### config.mk
export PLATFORM = sky130hd
export DESIGN_NAME = led_bank_arbiter_flat
export DESIGN_NICKNAME = d
export VERILOG_FILES = /design/src/rtl/led_bank_arbiter_pkg.sv /design/src/rtl/led_bank_arbiter_if.sv /design/src/rtl/led_bank_arbiter_rr_pick.sv /design/src/rtl/led_bank_arbiter.sv /design/src/flat_wrapper.sv
export SDC_FILE = /design/constraint.sdc
export NUM_CORES = 1
export LEC_CHECK = 0
export CAP_MARGIN = 20
export CORE_AREA = 2 2 114 116
export DETAILED_ROUTE_END_ITERATION = 7
export DIE_AREA = 0 0 116 118
export PLACE_DENSITY = 0.62
export SLEW_MARGIN = 20
export SYNTH_ARGS = -nofsm -noshare
export SYNTH_HDL_FRONTEND = slang
export SYNTH_SLANG_ARGS = --single-unit
### constraint.sdc
create_clock -name clk -period 6.3 [get_ports clk]
set_clock_uncertainty 0.05 [all_clocks]
set_input_delay 0.63 -clock clk [delete_from_list [all_inputs] [get_ports clk]]
set_output_delay 0.63 -clock clk [all_outputs]
set_load 0.01 [all_outputs]
### src/rtl/led_bank_arbiter_pkg.sv
// Shared types and constants for the LED bank arbiter.
// Holds the FSM state type, the default owner tenure and the counter-width helper.
package led_arb_pkg;

    typedef enum logic {
        IDLE = 1'b0,
        OWN  = 1'b1
    } arb_state_e;

    localparam int HOLD_CYCLES_DEFAULT = 2**24;

    function automatic int cnt_width(input int n);
        return (n <= 2) ? 1 : $clog2(n);
    endfunction

endpackage

### src/rtl/led_bank_arbiter_if.sv
// Request/pattern/duty bundle from the status sources and grant/LED drive back.
// master = source side, slave = arbiter side.
interface led_bank_arbiter_if #(
    parameter int NUM_REQ = 4,
    parameter int LED_W   = 8,
    parameter int PWM_W   = 8
);
    logic [NUM_REQ-1:0]       req;
    logic [NUM_REQ*LED_W-1:0] pattern;
    logic [NUM_REQ*PWM_W-1:0] duty;
    logic [NUM_REQ-1:0]       grant;
    logic                     owner_valid;
    logic [LED_W-1:0]         leds;

    modport master (output req, pattern, duty, input grant, owner_valid, leds);
    modport slave  (input req, pattern, duty, output grant, owner_valid, leds);
endinterface

### src/rtl/led_bank_arbiter_rr_pick.sv
// Combinational round-robin pick: first set candidate at or above ptr_i, wrapping.
// Zero latency; no flow control.
module led_rr_pick
    import led_arb_pkg::*;
#(
    parameter int NUM_REQ = 4,
    parameter int PTR_W   = cnt_width(NUM_REQ)
) (
    input  logic [NUM_REQ-1:0] cand_i,
    input  logic [PTR_W-1:0]   ptr_i,
    output logic [NUM_REQ-1:0] gnt_o,
    output logic [PTR_W-1:0]   idx_o,
    output logic               any_o
);
    int idx;

    always_comb begin
        gnt_o = '0;
        idx_o = '0;
        any_o = 1'b0;
        idx   = 0;
        for (int k = 0; k < NUM_REQ; k++) begin
            // explicit wrap keeps non-power-of-2 NUM_REQ correct
            idx = int'(ptr_i) + k;
            if (idx >= NUM_REQ) idx = idx - NUM_REQ;
            if (!any_o && cand_i[idx]) begin
                any_o      = 1'b1;
                gnt_o[idx] = 1'b1;
                idx_o      = PTR_W'(idx);
            end
        end
    end
endmodule

### src/rtl/led_bank_arbiter.sv
// Round-robin owner of the LED bank with minimum tenure and per-source PWM brightness.
// grant one edge after request, leds one edge after grant; locked low idles the bank.
module led_bank_arbiter
    import led_arb_pkg::*;
#(
    parameter int NUM_REQ     = 4,
    parameter int LED_W       = 8,
    parameter int PWM_W       = 8,
    parameter int HOLD_CYCLES = HOLD_CYCLES_DEFAULT
) (
    input  logic                clk,
    input  logic                reset,
    input  logic                locked,
    led_bank_arbiter_if.slave   bus
);
    localparam int PTR_W  = cnt_width(NUM_REQ);
    localparam int HOLD_W = cnt_width(HOLD_CYCLES + 1);

    arb_state_e         state_q, state_d;
    logic [NUM_REQ-1:0] grant_q, grant_d;
    logic               owner_valid_q, owner_valid_d;
    logic [LED_W-1:0]   leds_q, leds_d;
    logic [HOLD_W-1:0]  hold_cnt_q, hold_cnt_d;
    logic [PWM_W-1:0]   pwm_cnt_q, pwm_cnt_d;
    logic [PTR_W-1:0]   rr_ptr_q, rr_ptr_d;

    logic [NUM_REQ-1:0] cand, pick_gnt;
    logic [PTR_W-1:0]   pick_idx;
    logic               pick_any, owner_req, take;
    logic [LED_W-1:0]   own_pat;
    logic [PWM_W-1:0]   own_duty;
    logic               pwm_on;

    // While owning, the owner is never a candidate; if it dropped, req & ~grant == req.
    assign cand      = (state_q == OWN) ? (bus.req & ~grant_q) : bus.req;
    assign owner_req = |(bus.req & grant_q);

    led_rr_pick #(.NUM_REQ(NUM_REQ), .PTR_W(PTR_W)) u_pick (
        .cand_i (cand),
        .ptr_i  (rr_ptr_q),
        .gnt_o  (pick_gnt),
        .idx_o  (pick_idx),
        .any_o  (pick_any)
    );

    always_comb begin
        own_pat  = '0;
        own_duty = '0;
        for (int i = 0; i < NUM_REQ; i++) begin
            if (grant_q[i]) begin
                own_pat  = bus.pattern[i*LED_W +: LED_W];
                own_duty = bus.duty[i*PWM_W +: PWM_W];
            end
        end
        if (own_duty == '0)
            pwm_on = 1'b0;
        else if (own_duty == {PWM_W{1'b1}})
            pwm_on = 1'b1;
        else
            pwm_on = (pwm_cnt_q < own_duty);
    end

    always_comb begin
        state_d    = state_q;
        grant_d    = grant_q;
        hold_cnt_d = hold_cnt_q;
        rr_ptr_d   = rr_ptr_q;
        take       = 1'b0;
        if (!locked) begin
            state_d    = IDLE;
            grant_d    = '0;
            hold_cnt_d = '0;
        end else begin
            case (state_q)
                IDLE: take = pick_any;
                OWN: begin
                    if (!owner_req) begin
                        if (pick_any) begin
                            take = 1'b1;
                        end else begin
                            state_d    = IDLE;
                            grant_d    = '0;
                            hold_cnt_d = '0;
                        end
                    end else if (hold_cnt_q == '0) begin
                        take = pick_any;
                    end else begin
                        hold_cnt_d = hold_cnt_q - HOLD_W'(1);
                    end
                end
                default: state_d = IDLE;
            endcase
        end
        if (take) begin
            state_d    = OWN;
            grant_d    = pick_gnt;
            hold_cnt_d = HOLD_W'(HOLD_CYCLES - 1);
            rr_ptr_d   = (pick_idx == PTR_W'(NUM_REQ - 1)) ? '0 : pick_idx + PTR_W'(1);
        end
        owner_valid_d = |grant_d;
        leds_d        = (locked && owner_valid_q) ? (own_pat & {LED_W{pwm_on}}) : '0;
        pwm_cnt_d     = pwm_cnt_q + PWM_W'(1);
    end

    always_ff @(posedge clk or posedge reset) begin
        if (reset) begin
            state_q       <= IDLE;
            grant_q       <= '0;
            owner_valid_q <= 1'b0;
            leds_q        <= '0;
            hold_cnt_q    <= '0;
            pwm_cnt_q     <= '0;
            rr_ptr_q      <= '0;
        end else begin
            state_q       <= state_d;
            grant_q       <= grant_d;
            owner_valid_q <= owner_valid_d;
            leds_q        <= leds_d;
            hold_cnt_q    <= hold_cnt_d;
            pwm_cnt_q     <= pwm_cnt_d;
            rr_ptr_q      <= rr_ptr_d;
        end
    end

    assign bus.grant       = grant_q;
    assign bus.owner_valid = owner_valid_q;
    assign bus.leds        = leds_q;
endmodule

### src/flat_wrapper.sv
// flat-port wrapper written by rule: the top's interface ports become plain ports
module led_bank_arbiter_flat import led_arb_pkg::*;
#(
    parameter int NUM_REQ     = 4,
    parameter int LED_W       = 8,
    parameter int PWM_W       = 8,
    parameter int HOLD_CYCLES = HOLD_CYCLES_DEFAULT
)
  (clk, reset, locked, bus_req, bus_pattern, bus_duty, bus_grant, bus_owner_valid, bus_leds);
  led_bank_arbiter_if #(.NUM_REQ(NUM_REQ), .LED_W(LED_W), .PWM_W(PWM_W)) bus_i ();
  input  logic clk;
  input  logic reset;
  input  logic locked;
  input wire logic [$bits(bus_i.req)-1:0] bus_req;
  input wire logic [$bits(bus_i.pattern)-1:0] bus_pattern;
  input wire logic [$bits(bus_i.duty)-1:0] bus_duty;
  output wire logic [$bits(bus_i.grant)-1:0] bus_grant;
  output wire logic [$bits(bus_i.owner_valid)-1:0] bus_owner_valid;
  output wire logic [$bits(bus_i.leds)-1:0] bus_leds;
  assign bus_i.req = bus_req;
  assign bus_i.pattern = bus_pattern;
  assign bus_i.duty = bus_duty;
  assign bus_grant = bus_i.grant;
  assign bus_owner_valid = bus_i.owner_valid;
  assign bus_leds = bus_i.leds;
  led_bank_arbiter #(.NUM_REQ(NUM_REQ), .LED_W(LED_W), .PWM_W(PWM_W), .HOLD_CYCLES(HOLD_CYCLES)) u_core (.clk(clk), .reset(reset), .locked(locked), .bus(bus_i));
endmodule
; ---- Word-level counts from Yosys, hierarchy flattened
; Index checks and enable logic that the tools add are counted.
[op_classes]
n_lt_le_gt_ge = 13
n_addsub = 10
bitwise_logic = 8
shifts = 0
n_reduce_logical = 16
div_mod_pow = 0
eq_ne = 5
mux = 69
mul = 0
[op_table]
columns = cell, count
row1 = 25-bit two-way mux, 6
row2 = "32-bit by 1-bit >= comparator with 1-bit output, second input constant", 4
row3 = "32-bit by 4-bit < comparator with 1-bit output, second input constant", 4
row4 = 32-bit two-way mux, 4
row5 = 8-bit two-way mux, 9
row6 = 4-bit two-way mux, 10
row7 = 1-bit two-way mux, 26
row8 = 25-bit zero test, 1
row9 = "25-bit by 1-bit subtractor with 25-bit output, second input constant", 1
row10 = 4-bit bitwise OR, 3
row11 = "3-bit by 3-bit subtractor with 4-bit output, second input constant", 3
row12 = 2-bit two-way mux, 5
row13 = "3-bit >= comparator, second input constant", 3
row14 = "8-bit by 1-bit adder with 8-bit output, second input constant", 1
row15 = 4-bit bitwise AND, 2
row16 = 8-bit bitwise AND, 1
row17 = 1-bit binary-select mux with 2-bit select, 4
row18 = 1-bit demux with 2-bit select, 4
row19 = "8-bit equality test, second input constant", 1
row20 = 1-bit logical AND, 8
row21 = 8-bit zero test, 1
row22 = 8-bit < comparator, 1
row23 = "4-bit inequality test, second input constant", 2
row24 = 4-bit OR reduction, 2
row25 = other kinds (12), 15
[word_totals]
register_bits = 49
romBits = 0
mem_count = 0
mem_bits_rw = 0
latchBits = 0
out_inout_bits = 13
word_cells = 128

; ---- Logic depth before layout (Yosys ltp)
; Gate-level depths: netlist (run 1).
[logic_depth]
word_depth = 22
mapped_depth = 14
mapped_depth_nobuf = 12

; ---- Hierarchy
; A second synthesis (run 1) with hierarchy kept.
[unflattened]
hier_cells = 438
hier_area_um2 = 3827.4
[by_module_without_submodules]
columns = module, cells_each, n_inst, area_per_inst_um2
row1 = led_bank_arbiter, 390, 1, 3367.0
row2 = led_rr_pick, 48, 1, 460.4

; ---- Least setup slack after synthesis (run 1)
; Ideal clock, no wire load.
[synth_timing]
kind = register -> register
start = reg with a tool-made name
end = reg u_core.owner_valid_q, in the netlist u_core.bus.owner_valid
path_stages_with_launch = 11
arrival_ns = 2.717
required_ns = 6.111
period_less_slack_ns = 2.905
slack_ns = 3.395
cell_sequence = dfrtp_1 -> buf_4 -> inv_1 -> ha_1 -> inv_1 -> a211oi_1 -> or2_2 -> a21oi_1 -> a221oi_1 -> o2bb2ai_1 -> or4_1
[synth_lines]
columns = element, line_no
row1 = to (signal assigned), led_bank_arbiter.sv:117  ; owner_valid_q <= owner_valid_d;
row2 = to (decl), led_bank_arbiter.sv:21  ; logic owner_valid_q, owner_valid_d;

==> metrics, run 1 <==
routed length per placed instance=15.4 um; Sw Ratio=0.447; Clock Tree Root=clkbuf_16; Tightest Pin Transition=1.10 ns; Clk pwr share=0.151; Vias=3,540; clk slew on worst S/H paths=0.07 ns; arrival time of the worst setup path=3.80 ns; ANT cells=0; area of the core=12,400 sq um; Synth cell types=between 60 and 70; kind of critical path=reg -> reg; Initial Util=0.294; register area share after synthesis=0.336; Critical Path Max Stage Delay=0.77 ns; global-route wire length before repair=16,400 um; nature of the critical path endpoint=flip-flop; antenna violations before repair=0; PD cells=378 nW/um^2; Die Span Y=118 um; Routability Congestion=0.867; PostCTS Resize Cnt=0; # rows=roughly 40; area of the multi-input gates=2220 sq um; count of buffers from port buffering=83; share of cells above drive strength 1=0.0690; DRT antenna net count=0; max-cap violation count=0; Power, Total=1780 uW; area delta synth->final=28.6%; crit-path leading delay family=compound AO/OA/AOI/OAI gates; Achievable Freq=~270 MHz; DR pass1 iterations=5; I/O pin count=84; number of synthesized register bits=between 40 and 50; drt total wl=around 10,000 um; worst path bufs/invs=2; Setup Viol. Count Final=0; Int Pwr=just under 1000 uW; Setup crit start kind=flip-flop; Area contributors post-synth=dfrtp_1, o21ai_0, ha_1; EDFF count, synth=0; outcome=finished clean; CP dominant cell by count=inv_1; Tmin final=about 3.7 ns; DIE AREA=13,700 sq um; clk_lat worst skew=roughly 0.29 ns; top cells by count, synth=dfrtp_1, nor2_1, o21ai_0; HP Class=reg -> reg; final setup TNS=0 ns; CTS H-Tree Depth=2; storage element area=1230 sq um; Synth async-reset ratio=1.00; detailed placement HPWL=7410 um; drt via density=around 5.3; TritonCTS clock tree=done; initial drt markers=around 230; Hold Vio Cnt, Final=0; YS warnings=0; CP cell instances=inv_1 > ha_1 > inv_1 > a211oi_1 > or2_2 > a21oi_1 > a221oi_1 > o2bb2ai_1 > or4_1; peak supply drop=128 uV; Final Net Count=580; period utilization=0.586; switching power=794 uW; largest net degree at the start of global routing=50; area leader, netlist=dfrtp_1; Global Route Usage Sum=0.145; CP required=6.41 ns; RSZ-0062 raised after global routing=false; DRC violations left=0; final-layout fill cell count=1,248; most common cell in the netlist=dfrtp_1; Yosys top cell area share=0.336; Horiz. Die Dim=116 um; crit-path max FO=18; Critical Path Slowest Stage Cell=dfrtp_1; Remaining Overflow, GRT=0; Most used DFF post-synth=dfrtp_1; post-CTS setup buffers=0; Syn Inst Count=427; clk buf depth=2; LEAKAGE=between 0.0015 and 0.002 uW; slew margin rel.=0.269; Comb pwr share=0.534; Syn Nets=515; final slew viol count=0; clock sinks=a little under 50; CTS Hold Buffers Added=0; number of global-route vias before repair=3,349; CTS Buf Count=5; Sequential Power Share=0.315; mapped cell area=3650 sq um; Avg Synthesized Cell Area=approximately 8.6 sq um
## state kept, by name, indices dropped and copies added, names as in the netlist, named ones only
name,count
u_core.state_q,1
u_core.bus.owner_valid,1
u_core.pwm_cnt_q,8
u_core.bus.leds,8
u_core.bus.grant,4
u_core.rr_ptr_q,1
u_core.hold_cnt_q,25
## final timing paths
| kind | from | to | slack (ns) | cells after the start |
|---|---|---|---|---|
| worst max-delay path | flip-flop | u_core.bus.owner_valid$_DFF_PP0_ | 2.61 | 9 |
| worst min-delay path | u_core.pwm_cnt_q[0]$_DFF_PP0_ | u_core.pwm_cnt_q[0]$_DFF_PP0_ | 0.43 | 1 |
| worst max register to register | flip-flop | u_core.bus.owner_valid$_DFF_PP0_ | 2.61 | 9 |
| worst min register to register | u_core.pwm_cnt_q[0]$_DFF_PP0_ | u_core.pwm_cnt_q[0]$_DFF_PP0_ | 0.43 | 1 |
| max in group asynchronous | reset | u_core.hold_cnt_q[13]$_DFFE_PP0P_ | 4.94 | 2 |
| min in group asynchronous | reset | u_core.pwm_cnt_q[2]$_DFF_PP0_ | 0.75 | 2 |
## routing by layer
metal / track usage / share of wire
met1: 0.194 / 0.45
met4: 0.0283 / 0.013
met3: 0.0309 / 0.076
met5: 0 / 0
met2: 0.239 / 0.47
## per-stage QoR
step	instances	hold slack, ns	utilization	setup WS [ns]	cell area [sq um]
2_1_floorplan	427	0.386	-	3.39	3650
3_3_place_gp	656	0.414	0.365	2.50	4540
3_5_place_dp	656	0.428	0.366	2.66	4540
4_1_cts	664	0.437	0.377	2.65	4680
5_1_grt	665	0.473	0.379	2.35	4700
6_report	665	0.435	0.379	2.61	4700
## power by group through the flow
stage	Sequential, uW	Clock, uW	Combinational, uW
floorplan	507	0	749
finish	560	267	949
CTS	558	277	946
global placement	558	0	921
global route	579	291	1070
detailed placement	563	0	939
## worst register-to-register path: stages, from the launching register on
cell       delay (ns)
dfrtp_1          0.77
inv_1            0.30
ha_1             0.44
inv_1            0.08
a211oi_1         0.61
or2_2            0.24
a21oi_1          0.08
a221oi_1         0.32
o2bb2ai_1        0.14
or4_1            0.52
## cells by family (layout without fill, tap and decap cells)
family / count (synthesis) / after routing / synth area share
flip-flops: 49 / 49 / 0.336
AO/OA/AOI/OAI: 168 / 168 / 0.302
adder cells (fa/ha/maj): 17 / 17 / 0.0582
multiplexers: 14 / 14 / 0.0397
buffers and inverters: 40 / 106 / 0.0606
AND/OR/NAND/NOR: 132 / 132 / 0.187
XOR/XNOR: 7 / 7 / 0.0168
## area by class of cell
class                           instances  share of cell area
Multi-Input combinational cell        338               0.472
Sequential cell                        49               0.261
Timing Repair Buffer                   85               0.180
Tap cell                              172              0.0458
Clock buffer                            5              0.0266
Inverter                               13              0.0106
Clock inverter                          3             0.00452
## layout by cell type, fill, tap and decap left out, types with 3 or more instances in the layout
cell type        instances
clkdlybuf4s50_1         83
dfrtp_1                 49
nor2_1                  44
o21ai_0                 44
a21oi_1                 39
nand2_1                 22
ha_1                    17
nor3_1                  13
inv_1                   12
a221oi_1                12
a22oi_1                 11
nand3_1                 11
mux2i_1                 10
a31oi_1                 10
nor2b_1                  9
a22o_1                   6
o2bb2ai_1                6
o211ai_1                 5
xnor2_1                  5
clkbuf_16                5
mux2_2                   4
a21o_1                   4
and3_1                   4
o31a_1                   4
nor4_1                   3
a31o_2                   3
or2_2                    3
o31ai_1                  3
a21boi_0                 3
Power figures use the tool's default switching activity.
==> inputs of run 2 (changes only) <==
--- a/config.mk
+++ b/config.mk
@@ -9,7 +9,7 @@
 export CORE_AREA = 2 2 114 116
 export DETAILED_ROUTE_END_ITERATION = 7
 export DIE_AREA = 0 0 116 118
-export PLACE_DENSITY = 0.62
+export PLACE_DENSITY = 0.64
 export SLEW_MARGIN = 20
 export SYNTH_ARGS = -nofsm -noshare
 export SYNTH_HDL_FRONTEND = slang
==> constraint.sdc (replaced) <==
create_clock -name clk -period 3.1 [get_ports clk]
set_clock_uncertainty 0.05 [all_clocks]
set_input_delay 0.31 -clock clk [delete_from_list [all_inputs] [get_ports clk]]
set_output_delay 0.31 -clock clk [all_outputs]
set_load 0.01 [all_outputs]
==> metrics, run 2 (synthesis results as in run 1) <==
Hold Vio Cnt, Final=0; dpl cells=673; Hold Slack=0.437 ns; clock sinks=about 50; CTS Buf Count=5; Critical Path Max Stage Delay=0.45 ns; Power, Total=3820 uW; DRC violations left=0; grt met2 use=0.248; Comb pwr share=0.576; drt via density=approximately 5.3; met1 Use GR=0.181; worst path bufs/invs=1; busiest grt layer=met2; DR pass1 iterations=4; detailed placement HPWL=between 7000 and 8000 um; clk slew on worst S/H paths=about 0.07 ns; global-route wire length before repair=16,300 um; Critical Path Slowest Stage Cell=dfrtp_1; routed length per placed instance=15.1 um; max FFs per register=25; Layout Cells excl Fill=681; Tmin final=2.85 ns; Routability Congestion=about 0.88; outcome=finished clean; most common cell after layout, fill and taps aside=clkdlybuf4s50_1; Clock Tree Root=clkbuf_16; count of buffers from port buffering=83; antenna violations before repair=0; share of cells above drive strength 1=0.104; final setup TNS=0 ns; initial drt markers=244; nature of the critical path endpoint=flip-flop; Initial Util=0.294; Int Pwr=2120 uW; Sw Ratio=0.445; HP Class=reg -> reg; CTS H-Tree Depth=2; Horiz. Die Dim=116 um; RSZ-0062 raised after global routing=false; largest net degree at the start of global routing=50; Biggest register=u_core.hold_cnt_q; slew margin rel.=0.583; clk_lat worst skew=0.29 ns; drt total wl=roughly 10,000 um; Setup WS pre-CTS=0.138 ns; Remaining Overflow, GRT=0; area delta synth->final=33.1%; Achievable Freq=around 350 MHz; clk buf depth=2; peak supply drop=341 uV; area of the core=12,400 sq um; DIE AREA=13,700 sq um; LEAKAGE=0.00200 uW; Clk pwr share=0.146; Final Net Count=596; switching power=around 1700 uW; number of global-route vias before repair=3,348; crit-path max FO=16; Setup Viol. Count Final=0; CTS Hold Buffers Added=0; final slew viol count=0; arrival time of the worst setup path=3.02 ns; DRT antenna net count=0; TritonCTS clock tree=done; PnR worst setup slack=0.252 ns; Tightest Pin Transition=0.625 ns; Sequential Power Share=0.278; # rows=41; CP dominant cell by count=nor2b_1; highest-count cells in the layout ignoring fill and taps=clkdlybuf4s50_1, dfrtp_1, nor2_1, o21ai_0, a21oi_1; crit-path leading delay family=compound AO/OA/AOI/OAI gates; PD cells=785 nW/um^2; ANT cells=0; kind of critical path=reg -> reg; Global Route Usage Sum=0.144; met3 usage=0.0324; Die Span Y=118 um; max-cap violation count=0; CP required=3.27 ns; Vias=~3,600; period utilization=0.919; CP cell instances=nor2b_1 > buf_12 > a221oi_1 > o31a_1 > ha_1 > a21oi_1 > nor2b_1 > o21ai_0 > nand4b_1 > a211oi_1 > o22ai_2 > nor2_1; Setup crit start kind=flip-flop; I/O pin count=84
[run 2: final timing paths]
| check | from | slack [ns] | endpoint | cells after the start |
|---|---|---|---|---|
| worst max-delay path | u_core.bus.grant[0]$_DFF_PP0_ | 0.25 | u_core.bus.leds[5]$_DFF_PP0_ | 12 |
| worst min-delay path | u_core.pwm_cnt_q[0]$_DFF_PP0_ | 0.44 | u_core.pwm_cnt_q[0]$_DFF_PP0_ | 1 |
| worst max register to register | u_core.bus.grant[0]$_DFF_PP0_ | 0.25 | u_core.bus.leds[5]$_DFF_PP0_ | 12 |
| worst min register to register | u_core.pwm_cnt_q[0]$_DFF_PP0_ | 0.44 | u_core.pwm_cnt_q[0]$_DFF_PP0_ | 1 |
| max in group asynchronous | reset | 2.12 | u_core.hold_cnt_q[12]$_DFFE_PP0P_ | 3 |
| min in group asynchronous | reset | 0.47 | u_core.pwm_cnt_q[1]$_DFF_PP0_ | 3 |
[run 2: area by class of cell]
class                           count  area, sq um
Clock buffer                        5          125
Timing Repair Buffer              101          991
Sequential cell                    49         1230
Clock inverter                      3         25.0
Tap cell                          172          215
Inverter                           13         48.8
Multi-Input combinational cell    338         2230
Fill cell                        1281         7550
[run 2: what timing repair did]
action,in CTS,in global routing
gates resized for setup,0,5
setup endpoints to repair,0,9
buffers inserted,0,0
[run 2: layer usage]
metal	vias up	wire [um]
li1	1756	-
met1	1709	4610
met2	110	4810
met3	10	786
met4	0	103
met5	-	0
[run 2: power groups by stage]
stage	clock [uW]	combinational, uW	sequential [uW]
CTS	571	2150	1060
detailed placement	0	2140	1070
global route	602	2440	1100
floorplan	0	1520	1030
global placement	0	2070	1060
finish	556	2200	1060
[run 2: through the flow]
step	utilization	instance area (sq um)
5_1_grt	0.392	4860
3_3_place_gp	0.378	4690
4_1_cts	0.390	4840
2_1_floorplan	-	3650
6_report	0.392	4860
3_5_place_dp	0.378	4690
